File: config.mk
export PLATFORM = sky130hd
export DESIGN_NAME = hazard_forward_ctrl
export DESIGN_NICKNAME = d
export VERILOG_FILES = /design/src/rtl/hazard_forward_ctrl.sv
export SDC_FILE = /design/constraint.sdc
export NUM_CORES = 1
export LEC_CHECK = 0
export ABC_CLOCK_PERIOD_IN_PS = 1900
export CAP_MARGIN = 30
export CORE_ASPECT_RATIO = 0.9
export CORE_MARGIN = 1.5
export CORE_UTILIZATION = 40
export CTS_CLUSTER_SIZE = 20
export DETAILED_ROUTE_END_ITERATION = 16
export PLACE_DENSITY = 0.8
export SLEW_MARGIN = 20
export SYNTH_ARGS = -nofsm -noshare
export SYNTH_HDL_FRONTEND = slang
export SYNTH_SLANG_ARGS = --single-unit
File: constraint.sdc
create_clock -name clk -period 1.9 [get_ports clk]
set_clock_uncertainty 0.1 [all_clocks]
set_input_delay 0.475 -clock clk [delete_from_list [all_inputs] [get_ports clk]]
set_output_delay 0.475 -clock clk [all_outputs]
set_load 0.01 [all_outputs]
File: src/rtl/hazard_forward_ctrl.sv
// rtl/hazard_forward_ctrl.sv - load-use stall, EX operand forwarding and ID bypass control for the 5-stage pipeline
// Optional macro HAZARD_STATS_EN adds a saturating stall-cycle counter on stall_cnt.
module hazard_forward_ctrl #(
   parameter int REG_ADDR_W  = 5,
   parameter int STALL_CNT_W = 16
) (
   input  logic                   clk,
   input  logic                   rst_n,
   input  logic                   id_valid,
   input  logic [REG_ADDR_W-1:0]  id_rs,
   input  logic [REG_ADDR_W-1:0]  id_rt,
   input  logic                   id_uses_rt,
   input  logic [REG_ADDR_W-1:0]  id_dst,
   input  logic                   id_regwrite,
   input  logic                   id_memread,
   output logic                   pc_write,
   output logic                   ifid_write,
   output logic                   idex_flush,
   output logic [1:0]             fwd_a,
   output logic [1:0]             fwd_b,
   output logic                   id_byp_rs,
   output logic                   id_byp_rt,
   output logic [STALL_CNT_W-1:0] stall_cnt
);

   typedef struct packed {
      logic                  valid;
      logic [REG_ADDR_W-1:0] rs;
      logic [REG_ADDR_W-1:0] rt;
      logic                  usesRt;
      logic [REG_ADDR_W-1:0] dst;
      logic                  regwrite;
      logic                  memread;
   } exStage_t;

   // MEM and WB only need the producer side of the shadow
   exStage_t              exQ;
   logic                  memValid;
   logic                  memRegwrite;
   logic                  memMemread;
   logic [REG_ADDR_W-1:0] memDst;
   logic                  wbValid;
   logic                  wbRegwrite;
   logic [REG_ADDR_W-1:0] wbDst;

   logic stall;
   logic loadPending;
   logic memFwdOk;
   logic wbFwdOk;

   always_ff @(posedge clk) begin
      if (!rst_n) begin
         exQ         <= '0;
         memValid    <= 1'b0;
         memRegwrite <= 1'b0;
         memMemread  <= 1'b0;
         memDst      <= '0;
         wbValid     <= 1'b0;
         wbRegwrite  <= 1'b0;
         wbDst       <= '0;
      end else begin
         wbValid     <= memValid;
         wbRegwrite  <= memRegwrite;
         wbDst       <= memDst;
         memValid    <= exQ.valid;
         memRegwrite <= exQ.regwrite;
         memMemread  <= exQ.memread;
         memDst      <= exQ.dst;
         if (stall) begin
            exQ <= '0;
         end else begin
            exQ <= '{valid: id_valid, rs: id_rs, rt: id_rt, usesRt: id_uses_rt,
                     dst: id_dst, regwrite: id_regwrite, memread: id_memread};
         end
      end
   end

   // A load result is not available until WB, so MEM never forwards a load
   assign loadPending = exQ.valid & exQ.memread & exQ.regwrite & (exQ.dst != '0);
   assign memFwdOk    = memValid & memRegwrite & ~memMemread & (memDst != '0);
   assign wbFwdOk     = wbValid & wbRegwrite & (wbDst != '0);

   assign stall = id_valid & loadPending &
                  ((exQ.dst == id_rs) | (id_uses_rt & (exQ.dst == id_rt)));

   assign pc_write   = ~stall;
   assign ifid_write = ~stall;
   assign idex_flush = stall;

   always_comb begin
      fwd_a = 2'b00;
      if (memFwdOk && (memDst == exQ.rs)) begin
         fwd_a = 2'b10;
      end else if (wbFwdOk && (wbDst == exQ.rs)) begin
         fwd_a = 2'b01;
      end
   end

   always_comb begin
      fwd_b = 2'b00;
      if (exQ.usesRt) begin
         if (memFwdOk && (memDst == exQ.rt)) begin
            fwd_b = 2'b10;
         end else if (wbFwdOk && (wbDst == exQ.rt)) begin
            fwd_b = 2'b01;
         end
      end
   end

   assign id_byp_rs = wbFwdOk & (wbDst == id_rs);
   assign id_byp_rt = wbFwdOk & (wbDst == id_rt);

`ifdef HAZARD_STATS_EN
   logic [STALL_CNT_W-1:0] stallCntQ;

   always_ff @(posedge clk) begin
      if (!rst_n) begin
         stallCntQ <= '0;
      end else if (stall && (stallCntQ != '1)) begin
         stallCntQ <= stallCntQ + STALL_CNT_W'(1);
      end
   end

   assign stall_cnt = stallCntQ;
`else
   assign stall_cnt = '0;
`endif

endmodule
=== After elaboration in Yosys (flattened, before gate mapping) ===
Cells that the tools add are included.

* Input port bits: 21
* Output and inout bits: 25
* Logic and storage cells: 52
* Bits in registers: 34

* Bitwise operators: 17
* Reduce and logical (&&, ||, !) cells: 8
* Equality and inequality tests: 8
* Muxes and demuxes: 5

{| class="wikitable"
|+ Operators by type and width
! operator !! number
|-
| 5-bit equality test || 8
|-
| 5-bit nonzero test || 3
|-
| 1-bit AND || 13
|-
| 2-bit 2-to-1 mux || 3
|-
| 1-bit logical AND || 4
|-
| 1-bit NOT || 3
|-
| 1-bit 2-to-1 mux || 2
|-
| 2-bit OR reduction || 1
|-
| 1-bit OR || 1
|}

=== Logic depth before layout (Yosys ltp) ===
Gate-level depths: netlist of run 1.

* Depth in word-level cells: 6
* Gate-level depth with buffers: 6
* Gate-level depth less buffers: 4

=== Least setup slack after synthesis of run 1 ===
No wires, ideal clock.

* Path type: flip-flop to output port
* From: register memDst[1]
* To: output fwd_a[0]
* Path buffers: 0
* Slack: -198 ps
* Data arrival time: 1,523 ps
* Stages on the path, launching flop included: 5
* Cells stage by stage: dfxtp_1 > or4_1 > o2111ai_2 > nor4_2 > nor4_2

* Cells in the longest elaborated chain, start to end: 4

{| class="wikitable"
|+ Ends and longest elaborated chain
! item !! RTL line !! RTL
|-
| from (decl) || 41 || <nowiki>logic [REG_ADDR_W-1:0] memDst;</nowiki>
|-
| from (signal assigned) || 68 || <nowiki>memDst <= exQ.dst;</nowiki>
|-
| 5-bit nonzero test || 80 || <nowiki>assign memFwdOk = memValid & memRegwrite & ~memMemread & (memDst != '0);</nowiki>
|-
| 1-bit AND || 80 ||
|-
| 1-bit logical AND * || 92 || <nowiki>if (memFwdOk && (memDst == exQ.rs)) begin</nowiki>
|-
| 2-bit 2-to-1 mux * || 92 ||
|-
| to (decl) || 19 || <nowiki>output logic [1:0] fwd_a,</nowiki>
|}

Mark *: on every way between the ends. The rest lies on a longest branch, timed or not.

=== Worst setup path after layout of run 1 ===
* From: register memDst[2]
* To: output fwd_a[0]

Same word-level chain as after synthesis.

==> flow_summary.toml, run 1 <==
[run_status]
status = "complete, but fails checks"
violations = "negative setup slack"

[placement]
dp_hpwl_um = 2860
gp_congestion = 0.852
io_buffer_count = 29

[critical_path]
cp.arrival_ps = 1870
crit_type = "reg -> out"
endpoint_kind = "primary output"
crit_path_frequent_cell = "nor4_4"
crit_required_ps = 1320
crit_chain = "or4_4, o2111ai_4, buf_6, nor4_4, nor4_4, buf_2"
cp-start-kind = "flop"
cp_max_fo = 2
critPathMaxStageDelay_ps = 540
slowest_stage = "or4_4"

[floorplan]
num_io_pins = 46
die_w_um = 71.1
die_h_um = 64.3
dieArea_um2 = 4570
start_util_pct = 41.2
core_region_area_um2 = 4050
rows = 22

[cells_and_area]
fill_cells = 331
area_delta_synth_final_pct = 49.0
fin_nets = 268
register_area_um2 = 703
drive_gt1_share_pct = 44.0
multi_input_area_um2 = 1060
diodes = 0

[job]
cap_violations = 0

[sta]
period_needed_ps = 2440
tns_ps = -2930
fmax_mhz = 410
rsz0062_at_grt = "true"
finalCritPeriodShare_pct = 128
setup_ws_ps = -540
setup_violations = 9
final_max_slew_viol_count = 0
hold_viol_final = 0
whs_ps = 352

[clocking]
cts_buffer_depth = 2
cts_buffers = 5
path_clk_slew_ps = 70
cts_tree = "done"
htreeDepth = 2
cts-root-buf = "clkbuf_8"
cts_sinks = 34
clock_latency_ps = 280
cts_hold_buf = 0

[drt]
drt_iter0_markers = 67
wl_per_cell_um = 15.3
num_vias = 1411
vias_per_cell = 4.77
drtPass1Iterations = 4
drc_errors = 0
ant_nets = 0
finalWirelength_um = 4530

[grt]
grt-ovfl-total = 0
grt_first_pass_wirelength_um = 6800
antenna_found_initial = 0
gr-max-usage-layer = "met2"
first_global_vias = 1438
grtUsageMet3_pct = 5.21
track_usage_pct = 19.8
grt_max_degree = 35
use_met1_pct = 22.7
met2_usage_pct = 35.2

[logic_synthesis]
syn_area_um2 = 1670
syn_inst = 187
synth_seq_cells = 34
yosys_warnings = 0
yosysSeqAreaShare_pct = 40.8
ys_types = 23
syn_avg_cell_area_um2 = 8.93

[pwr]
ir_drop_mv = 0.488
powerDensity_nw_per_um2 = 656
power.leakage_uw = 0.00109

[hold_path]
hold_path.class = "in -> reg"
[synthesized netlist by cell type]
| library cell | number | share of area, % |
|---|---|---|
| dfxtp_1 | 34 | 41 |
| xnor2_1 | 23 | 12 |
| nand2_1 | 22 | 4.9 |
| a21oi_1 | 20 | 6.0 |
| buf_4 | 17 | 7.6 |
| xor2_1 | 17 | 8.9 |
| and2_1 | 16 | 6.0 |
| clkbuf_1 | 8 | 1.8 |
| nand3_1 | 6 | 1.8 |
| nor4_1 | 4 | 1.5 |
| buf_2 | 3 | 0.90 |
| or4_1 | 3 | 1.3 |
| nand4_1 | 2 | 0.75 |
| nor3_1 | 2 | 0.60 |
| nor4_2 | 2 | 1.5 |
| and2_2 | 1 | 0.45 |
| clkbuf_2 | 1 | 0.30 |
| conb_1 | 1 | 0.22 |
| inv_1 | 1 | 0.22 |
| nor2_1 | 1 | 0.22 |
| o2111ai_2 | 1 | 0.90 |
| o211ai_2 | 1 | 0.75 |
| o22ai_1 | 1 | 0.38 |
[power by group]
| part | internal [uW] | switching, uW | total (uW) |
|---|---|---|---|
| logic | 155 | 138 | 293 |
| registers | 744 | 32.6 | 777 |
| clock network | 291 | 271 | 563 |
| total | 1190 | 442 | 1630 |
[path summary, 6_finish.rpt]
kind | start | to | slack [ps] | cells past startpoint
hold reg to reg | exQ[0] | memMemread | 350 | 1
setup reg to reg | exQ[3] | exQ[6] | 80 | 10
hold / removal | id_rs[4] | exQ[17] | 350 | 3
setup / recovery | memDst[2] | fwd_a[0] | -540 | 6
[flip-flops by register name (all words and copies together), names as in the netlist]
signal / flops
wbDst: 5
memRegwrite: 1
memDst: 5
wbRegwrite: 1
wbValid: 1
exQ: 19
memValid: 1
memMemread: 1
[cell type report]
| cell class | instances | area share, % |
|---|---|---|
| Clock buffer | 6 | 3.32 |
| Clock inverter | 2 | 0.503 |
| Inverter | 1 | 0.151 |
| Multi-Input combinational cell | 138 | 42.8 |
| Sequential cell | 34 | 28.3 |
| Tap cell | 48 | 2.42 |
| Timing Repair Buffer | 67 | 22.5 |
[critical path, delay by kind of cell (launching register included)]
family	cells	cell delay, ps
AND/OR/NAND/NOR	3	700
flip-flops	1	320
buffers and inverters	2	300
AO/OA/AOI/OAI	1	250
[logic make-up after synthesis]
kind of cell / count (synthesis) / share of synthesized area, %
buf+inv: 30 / 10.9
simple gates: 59 / 19.1
flops: 34 / 40.8
other cells: 1 / 0.225
xor+xnor: 40 / 21.0
compound gates: 23 / 8.02
[timing repair]
action                                  CTS  global route
gates resized for setup                 103            23
buffers inserted                          9             1
endpoints found under the setup margin    9            28
cloned                                    0             2
pin swaps                                22             5
[routing by layer]
layer	up-vias	share of wire, %	wire [um]
met5	-	0	0
li1	695	-	-
met3	6	4.0	183
met1	676	40	1830
met4	0	1.9	88
met2	34	54	2420
[layout by cell type, fill, tap and decap left out, types with 7 or more instances in the layout]
cell and count:
a21oi_1 7, nand2_1 22, xor2_1 17, buf_4 29, xnor2_2 8, dfxtp_1 24, a21oi_2 12, clkdlybuf4s50_1 8
conb_1 16, and2_1 16, xnor2_1 15, buf_2 18
[per-stage QoR]
| stage | setup slack [ps] | area, um2 | power [uW] | std cells | utilization, % |
|---|---|---|---|---|---|
| final | -540 | 2490 | 1630 | 296 | 61.4 |
| after global routing | -644 | 2490 | 1700 | 296 | 61.4 |
| after CTS | -527 | 2340 | 1590 | 294 | 57.9 |
| after detailed placement | -856 | 2160 | 1030 | 277 | 53.3 |
| after global placement | -838 | 2160 | 1020 | 277 | 53.3 |
| after floorplan | -75.2 | 1800 | 944 | 202 | - |
No activity file was read; power rests on OpenSTA's default activity.
==> run 2: changes to the inputs <==
--- a/config.mk
+++ b/config.mk
@@ -12,6 +12,7 @@
 export CORE_UTILIZATION = 40
 export CTS_CLUSTER_SIZE = 20
 export DETAILED_ROUTE_END_ITERATION = 16
+export HOLD_SLACK_MARGIN = 0.05
 export PLACE_DENSITY = 0.8
 export SLEW_MARGIN = 20
 export SYNTH_ARGS = -nofsm -noshare
==> results of run 2 <==
Final layout, timing and power as in run 1 (identical DEF).
